[src/rtl/seg7_scan.sv]
// Four-digit multiplexed seven-segment scanner for a 32-bit ALU result with ZF/OF on the decimal points.
// Optional build macro SEG7_LEADING_BLANK_EN blanks leading zero digits 1..3.
module seg7_scan #(
  parameter int unsigned DIV = 50000
) (
  input  logic        CLK,
  input  logic        RST,
  input  logic [31:0] DATA,
  input  logic        ZF,
  input  logic        OF,
  input  logic        PAGE,
  input  logic        HOLD,
  output logic [3:0]  AN,
  output logic [7:0]  SEG
);

  localparam int unsigned CW = (DIV > 1) ? $clog2(DIV) : 1;
  localparam logic [CW-1:0] CNT_MAX = CW'(DIV - 1);

  typedef enum logic {BLANK = 1'b0, SCAN = 1'b1} state_e;

  typedef struct packed {
    logic [31:0] data;
    logic        zf;
    logic        of;
    logic        page;
  } snap_t;

  state_e        state_q, state_d;
  logic [CW-1:0] cnt_q;
  logic [1:0]    dig_q, dig_d;
  snap_t         snap_q, snap_d;
  logic [3:0]    an_q, an_d;
  logic [7:0]    seg_q, seg_d;
  logic          tick;
  logic [15:0]   half;
  logic [3:0]    nib;
  logic [6:0]    glyph;
  logic          blank;
  logic          dp_lit;

  assign tick = (cnt_q == CNT_MAX);

  // State, prescaler, snapshot and registered outputs
  always_ff @(posedge CLK) begin
    if (RST) begin
      state_q <= BLANK;
      cnt_q   <= '0;
      dig_q   <= 2'd0;
      snap_q  <= '0;
      an_q    <= 4'hF;
      seg_q   <= 8'hFF;
    end else begin
      state_q <= state_d;
      cnt_q   <= tick ? '0 : cnt_q + CW'(1);
      dig_q   <= dig_d;
      snap_q  <= snap_d;
      an_q    <= an_d;
      seg_q   <= seg_d;
    end
  end

  // Next state: digit advance and frame snapshot load on entry to digit 0
  always_comb begin
    state_d = state_q;
    dig_d   = dig_q;
    snap_d  = snap_q;
    if (tick) begin
      case (state_q)
        BLANK: begin
          state_d = SCAN;
          dig_d   = 2'd0;
        end
        default: dig_d = dig_q + 2'd1;
      endcase
      if (dig_d == 2'd0 && !HOLD) begin
        snap_d = '{data: DATA, zf: ZF, of: OF, page: PAGE};
      end
    end
  end

  // Outputs computed from next-state values so AN and SEG register together
  always_comb begin
    half = snap_d.page ? snap_d.data[31:16] : snap_d.data[15:0];
    case (dig_d)
      2'd0:    nib = half[3:0];
      2'd1:    nib = half[7:4];
      2'd2:    nib = half[11:8];
      default: nib = half[15:12];
    endcase
    case (nib)
      4'h0: glyph = 7'h3F;
      4'h1: glyph = 7'h06;
      4'h2: glyph = 7'h5B;
      4'h3: glyph = 7'h4F;
      4'h4: glyph = 7'h66;
      4'h5: glyph = 7'h6D;
      4'h6: glyph = 7'h7D;
      4'h7: glyph = 7'h07;
      4'h8: glyph = 7'h7F;
      4'h9: glyph = 7'h6F;
      4'hA: glyph = 7'h77;
      4'hB: glyph = 7'h7C;
      4'hC: glyph = 7'h39;
      4'hD: glyph = 7'h5E;
      4'hE: glyph = 7'h79;
      default: glyph = 7'h71;
    endcase
`ifdef SEG7_LEADING_BLANK_EN
    case (dig_d)
      2'd1:    blank = (half[15:4] == 12'h000);
      2'd2:    blank = (half[15:8] == 8'h00);
      2'd3:    blank = (half[15:12] == 4'h0);
      default: blank = 1'b0;
    endcase
`else
    blank = 1'b0;
`endif
    dp_lit = (dig_d == 2'd0 && snap_d.zf) || (dig_d == 2'd1 && snap_d.of);
    an_d   = 4'hF;
    seg_d  = 8'hFF;
    if (state_d == SCAN) begin
      an_d  = ~(4'b0001 << dig_d);
      seg_d = {~dp_lit, blank ? 7'h7F : ~glyph};
    end
  end

  assign AN  = an_q;
  assign SEG = seg_q;

endmodule

[config.mk]
export PLATFORM = sky130hd
export DESIGN_NAME = seg7_scan
export DESIGN_NICKNAME = d
export VERILOG_FILES = /design/src/rtl/seg7_scan.sv
export SDC_FILE = /design/constraint.sdc
export NUM_CORES = 1
export LEC_CHECK = 0
export ABC_AREA = 1
export CAP_MARGIN = 20
export CORE_MARGIN = 10
export CORE_UTILIZATION = 45
export DETAILED_ROUTE_END_ITERATION = 7
export PLACE_DENSITY = 0.73
export SLEW_MARGIN = 30
export SYNTH_ARGS = -nofsm -noshare
export SYNTH_HDL_FRONTEND = slang
export SYNTH_SLANG_ARGS = --single-unit
export TNS_END_PERCENT = 5
[constraint.sdc]
create_clock -name CLK -period 2.31 [get_ports CLK]
set_input_delay 0.5775 -clock CLK [delete_from_list [all_inputs] [get_ports CLK]]
set_output_delay 0.5775 -clock CLK [all_outputs]
set_load 0.05 [all_outputs]
After elaboration in Yosys (flattened, before gate mapping)

Memories as Yosys holds them, arrays and structs flattened.
Index checks and enable logic that the tools add are counted.

Register bits after elaboration: 66
Bits in latches: 0
Bits in writable memories: 0
ROM bits: 112
Input port bits: 38
Output and inout bits: 12
Word-level logic and storage cells: 37
Memories: 1

Add/subtract/negate cells: 2
Multipliers: 0
Div/mod/pow operators: 0
Magnitude comparators: 0
Equal/unequal tests: 3
Shift-type cells: 1
Multiplexer cells: 8
Bitwise logic cells: 4
Reductions and logical operators: 9

Memories:

| name             | depth | bits a word | read ports | clocked after Yosys merged registers in | write ports | RTL line | text |
|---|---|---|---|---|---|---|---|
| (name not given) | 16    | 7           | 1          | 0                                       | 0           | 91       | `case (nib)` |

Operators with widths:

| kind                                                 | number |
|---|---|
| two-way mux 35 bit                                   | 2 |
| adder 16 x 1 -> 16 bit (second input constant)       | 1 |
| equality test 16 bit (second input constant)         | 1 |
| two-way mux 16 bit                                   | 1 |
| one-hot mux 4 bit (3 select lines)                   | 1 |
| NOT 7 bit                                            | 1 |
| two-way mux 2 bit                                    | 3 |
| zero test 2 bit                                      | 2 |
| NOT 4 bit                                            | 1 |
| OR reduction 2 bit                                   | 2 |
| left shift 1 x 2 -> 4 bit (first input constant)     | 1 |
| logical AND 1 bit                                    | 3 |
| adder 2 x 1 -> 2 bit (second input constant)         | 1 |
| equality test 2 x 1 -> 1 bit (second input constant) | 1 |
| equality test 2 bit (second input constant)          | 1 |
| NOT 1 bit                                            | 2 |
| zero test 1 bit                                      | 1 |
| logical OR 1 bit                                     | 1 |
| two-way mux 1 bit                                    | 1 |

Depth between registers and ports, before layout

An unclocked memory read counts as a cell.

Depth in word-level cells: 11
Depth in mapped cells: 20

Worst setup path after synthesis

OpenSTA, ideal clock, no wires.

Path type: flip-flop to flip-flop
From: register cnt_q[0]
To: register seg_q[5] (netlist: SEG[5])
Arrival: 2.268 ns
Required time: 2.193 ns
Setup slack: -0.075 ns
Cell stages (with the launch flop): 19
Cell sequence: dfxtp_1 -> ha_1 -> nand2_1 -> nor2_1 -> nand3_2 -> nor2_8 -> nand2_2 -> nand2_4 -> buf_6 -> nand2_1 -> nand3_1 -> nand3_1 -> nor2_2 -> inv_1 -> ha_1 -> nand2_1 -> o21ai_0 -> nand2_1 -> nand2_1

Cells in the longest elaborated chain, start to end: 6
Elaborated cells between the ends (all ways): 13
Those cells by class: eq/ne: 3; mux: 5; bitwise: 2; reduce/logical: 2; memory: 1

RTL lines:

| item                                                           | RTL line | text |
|---|---|---|
| from (decl)                                                    | 30       | `logic [CW-1:0] cnt_q;` |
| from (signal assigned)                                         | 55       | `cnt_q <= tick ? '0 : cnt_q + CW'(1);` |
| equality test 16 bit (*)                                       | 42       | `assign tick = (cnt_q == CNT_MAX);` |
| two-way mux 2 bit / two-way mux 35 bit (equally long branches) | 68       | `if (tick) begin` |
| equality test 2 bit, or another cell as far along              | 85       | `case (dig_d)` |
| one-hot mux 4 bit (3 select lines)                             | 85       |  |
| memory (16 x 7 bit)                                            | -        |  |
| NOT 7 bit                                                      | 124      | `seg_d = {~dp_lit, blank ? 7'h7F : ~glyph};` |
| to (signal assigned)                                           | 59       | `seg_q <= seg_d;` |
| to (decl)                                                      | 34       | `logic [7:0] seg_q, seg_d;` |

Mark *: on every way between the ends. The rest lies on a longest branch, timed or not.
A chain may end at the register's enable or synchronous reset.

Worst setup path in the final report

Ends and elaborated chain as after synthesis.

==> impl_metrics.ini <==
[run_status]
status = complete, but fails checks
violations = setup timing

[power_and_ir_drop]
powerDensity_nw_per_um2 = 430
p_leak_nw = 2.32
vdd_ir_drop_max_v = 0.000322

[worst_setup_path]
cp.required_ps = 2550
end_kind = flop
crit_fanout = 5
start_kind = flop
r2r_slack_ps = -230
worst_ep_arrival_time_ps = 2780
crit_type = reg -> reg

[finish]
syn_to_final_growth_pct = 43.1
layout.nets = 724
fin_util = 0.673
final_cell_mix = nand2_1 (158), nor2_1 (68), buf_4 (68), dfxtp_1 (64), inv_1 (62)
fin_area_um2 = 5280
final_common_cell = nand2_1
n_antenna_cell = 0
multi_input_comb_area_um2 = 2150
seq_area_um2 = 1320
num-fill-cells = 644
drive_above_1_share = 0.253

[placed_design]
placed_area_um2 = 4700
dp_slack_ps = -661
port_buffers = 49
gp_congestion = 0.903
hpwl_um = 7270

[clock_network]
cts_sinks = 66
cts_hold_buf = 0
clk_latency_ps = 360
cts_made_buffers = 9
cts-root-buf = clkbuf_8
clockBufferDepth = 2
cts_tree = yes
clkSlewWorstSetupHoldPaths_ps = 80
cts.htree.levels = 3

[floorplanning]
initial_core_util = 0.470
core_um2 = 7850
dieHeight_um = 111
io-pin-count = 50
die_w_um = 111
fp.dieArea_um2 = 12200
rows = 32

[timing]
rsz0062_at_grt = yes
worst_slew_pin_slew_ps = 516
relSlewSlack = 0.655
min_period_ps = 2540
fin_skew_ps = 13.1
fmax_ghz = 0.394
post-route-period-util = 1.10
layout_setup_ws_ps = -227
finalMaxSlewViolations = 0
finalSetupViolations = 7
fin_setup_tns_ps = -1300
hold_violations = 0

[route]
first_pass_iters = 4
first_iter_violations = 232
post_drt_via_cell_ratio = 4.95
routed_wl_um = 10700
wl_per_cell_um = 13.6
vias = 3884
remaining_drc_errors = 0
drtAntennaViolNets = 0

[logic_synthesis]
yosysTopAreaCell = dfxtp_1
synthesis.area_um2 = 3690
avgSynthCellArea_um2 = 6.66
synthTopCellsByArea = dfxtp_1 (36%), nand2_1 (17%), nor2_1 (7.2%)
synth_top_area_frac = 0.358
synth_nets = 600
ys_types = 34
synth_cells = 554
yosysSeqAreaShare = 0.358
synth_warnings = 0
ys_ff_latch = 66

[grt]
grt_use_total = 0.171
antenna_found_initial = 0
grt_max_degree = 38
grt_first_pass_wirelength_um = 17900
first_global_vias = 3969
gr-total-overflow = 0

[job]
maxCapViolCount = 0

[hold_path]
hp-class = reg -> reg
==> registers in the layout, summed over array words and instances, names as in the netlist <==
name,flops
snap_q,35
cnt_q,16
SEG,8
AN,4
dig_q,2
state_q,1
==> power breakdown <==
part / internal (mW) / leakage (nW) / switching (mW)
Clock: 0.491 / 0.0958 / 0.474
Combinational: 0.0911 / 1.69 / 0.0687
Sequential: 1.14 / 0.533 / 0.00435
Total: 1.72 / 2.32 / 0.547
==> worst paths after layout <==
check                                start          to  cells after the start
worst min register to register  snap_q[17]  snap_q[17]                      2
worst min-delay path            snap_q[17]  snap_q[17]                      2
worst max register to register    cnt_q[0]      SEG[5]                     20
worst max-delay path              cnt_q[0]      SEG[5]                     20
==> stage by stage <==
stage          cells  hold slack (ps)  total power [mW]
2_1_floorplan    554              418              1.23
3_3_place_gp     754              478              1.32
3_5_place_dp     754              484              1.32
4_1_cts          784              494              2.27
5_1_grt          785              556              2.33
6_report         785              504              2.27
==> layer usage <==
layer	wire [µm]	GRT usage
met5	0	0
met4	263	0.0864
met3	574	0.0346
met2	5430	0.293
met1	4440	0.197
==> Yosys cell counts <==
cell type / n
inv_4: 1
mux2_2: 1
nor3_1: 4
o21ai_2: 1
xor2_1: 4
inv_1: 64
nor2_2: 8
nand3b_1: 2
dfxtp_1: 66
nand3_2: 6
nand4_2: 1
a2111oi_0: 1
clkbuf_1: 7
nor3b_1: 2
nand2_1: 167
a31oi_1: 1
inv_2: 2
o21ai_0: 33
buf_6: 9
buf_2: 1
nand2_2: 7
o21ai_1: 20
buf_4: 2
o21a_1: 5
nor2_1: 71
nor2_4: 5
nand2_4: 3
a21oi_1: 12
nand3_1: 34
o21ai_4: 1
a21oi_2: 1
ha_1: 8
nor2_8: 1
nand4_1: 3
==> layout make-up <==
class | instances | share of cell area
flip-flops and latches | 66 | 0.251
clock buffers | 10 | 0.0242
multi-input cells | 403 | 0.408
inverters | 67 | 0.0486
repair buffers | 131 | 0.234
clock inverters | 6 | 0.0109
well taps | 102 | 0.0242
==> repair_timing <==
action / 4_1_cts / 5_1_grt
setup buffers: 8 / 1
pin swaps: 15 / 13
gates cloned: 6 / 0
setup endpoints to repair: 7 / 9
resized for setup: 37 / 29
hold endpoints to repair: 0 / 0
==> worst max-delay path, stage by stage, from the launching register on <==
cell,delay (ps)
dfxtp_2,340
ha_4,160
nand2_2,70
nor2_2,40
nand3_2,100
nor2_8,60
buf_12,130
buf_8,120
buf_16,130
buf_6,110
o21ai_4,140
nand2_2,70
nand3_2,80
nand3_2,90
nor2_4,240
inv_2,100
ha_4,180
nand2_2,80
o21ai_1,70
nand2_1,60
nand2_1,50
==> cell families (layout without fill, tap and decap cells) <==
group                      after synthesis  count (layout)  share of synthesized area
DFF                                     66              66                      0.358
adders and majority gates                8               8                     0.0271
muxes                                    1               1                    0.00305
xor gates and xnor gates                 4               4                    0.00949
buffers and inverters                   86             214                      0.109
AOI/OAI and AO/OA                       75              75                      0.112
and+or+nand+nor                        314             315                      0.382
(Power assumes the default switching activity.)
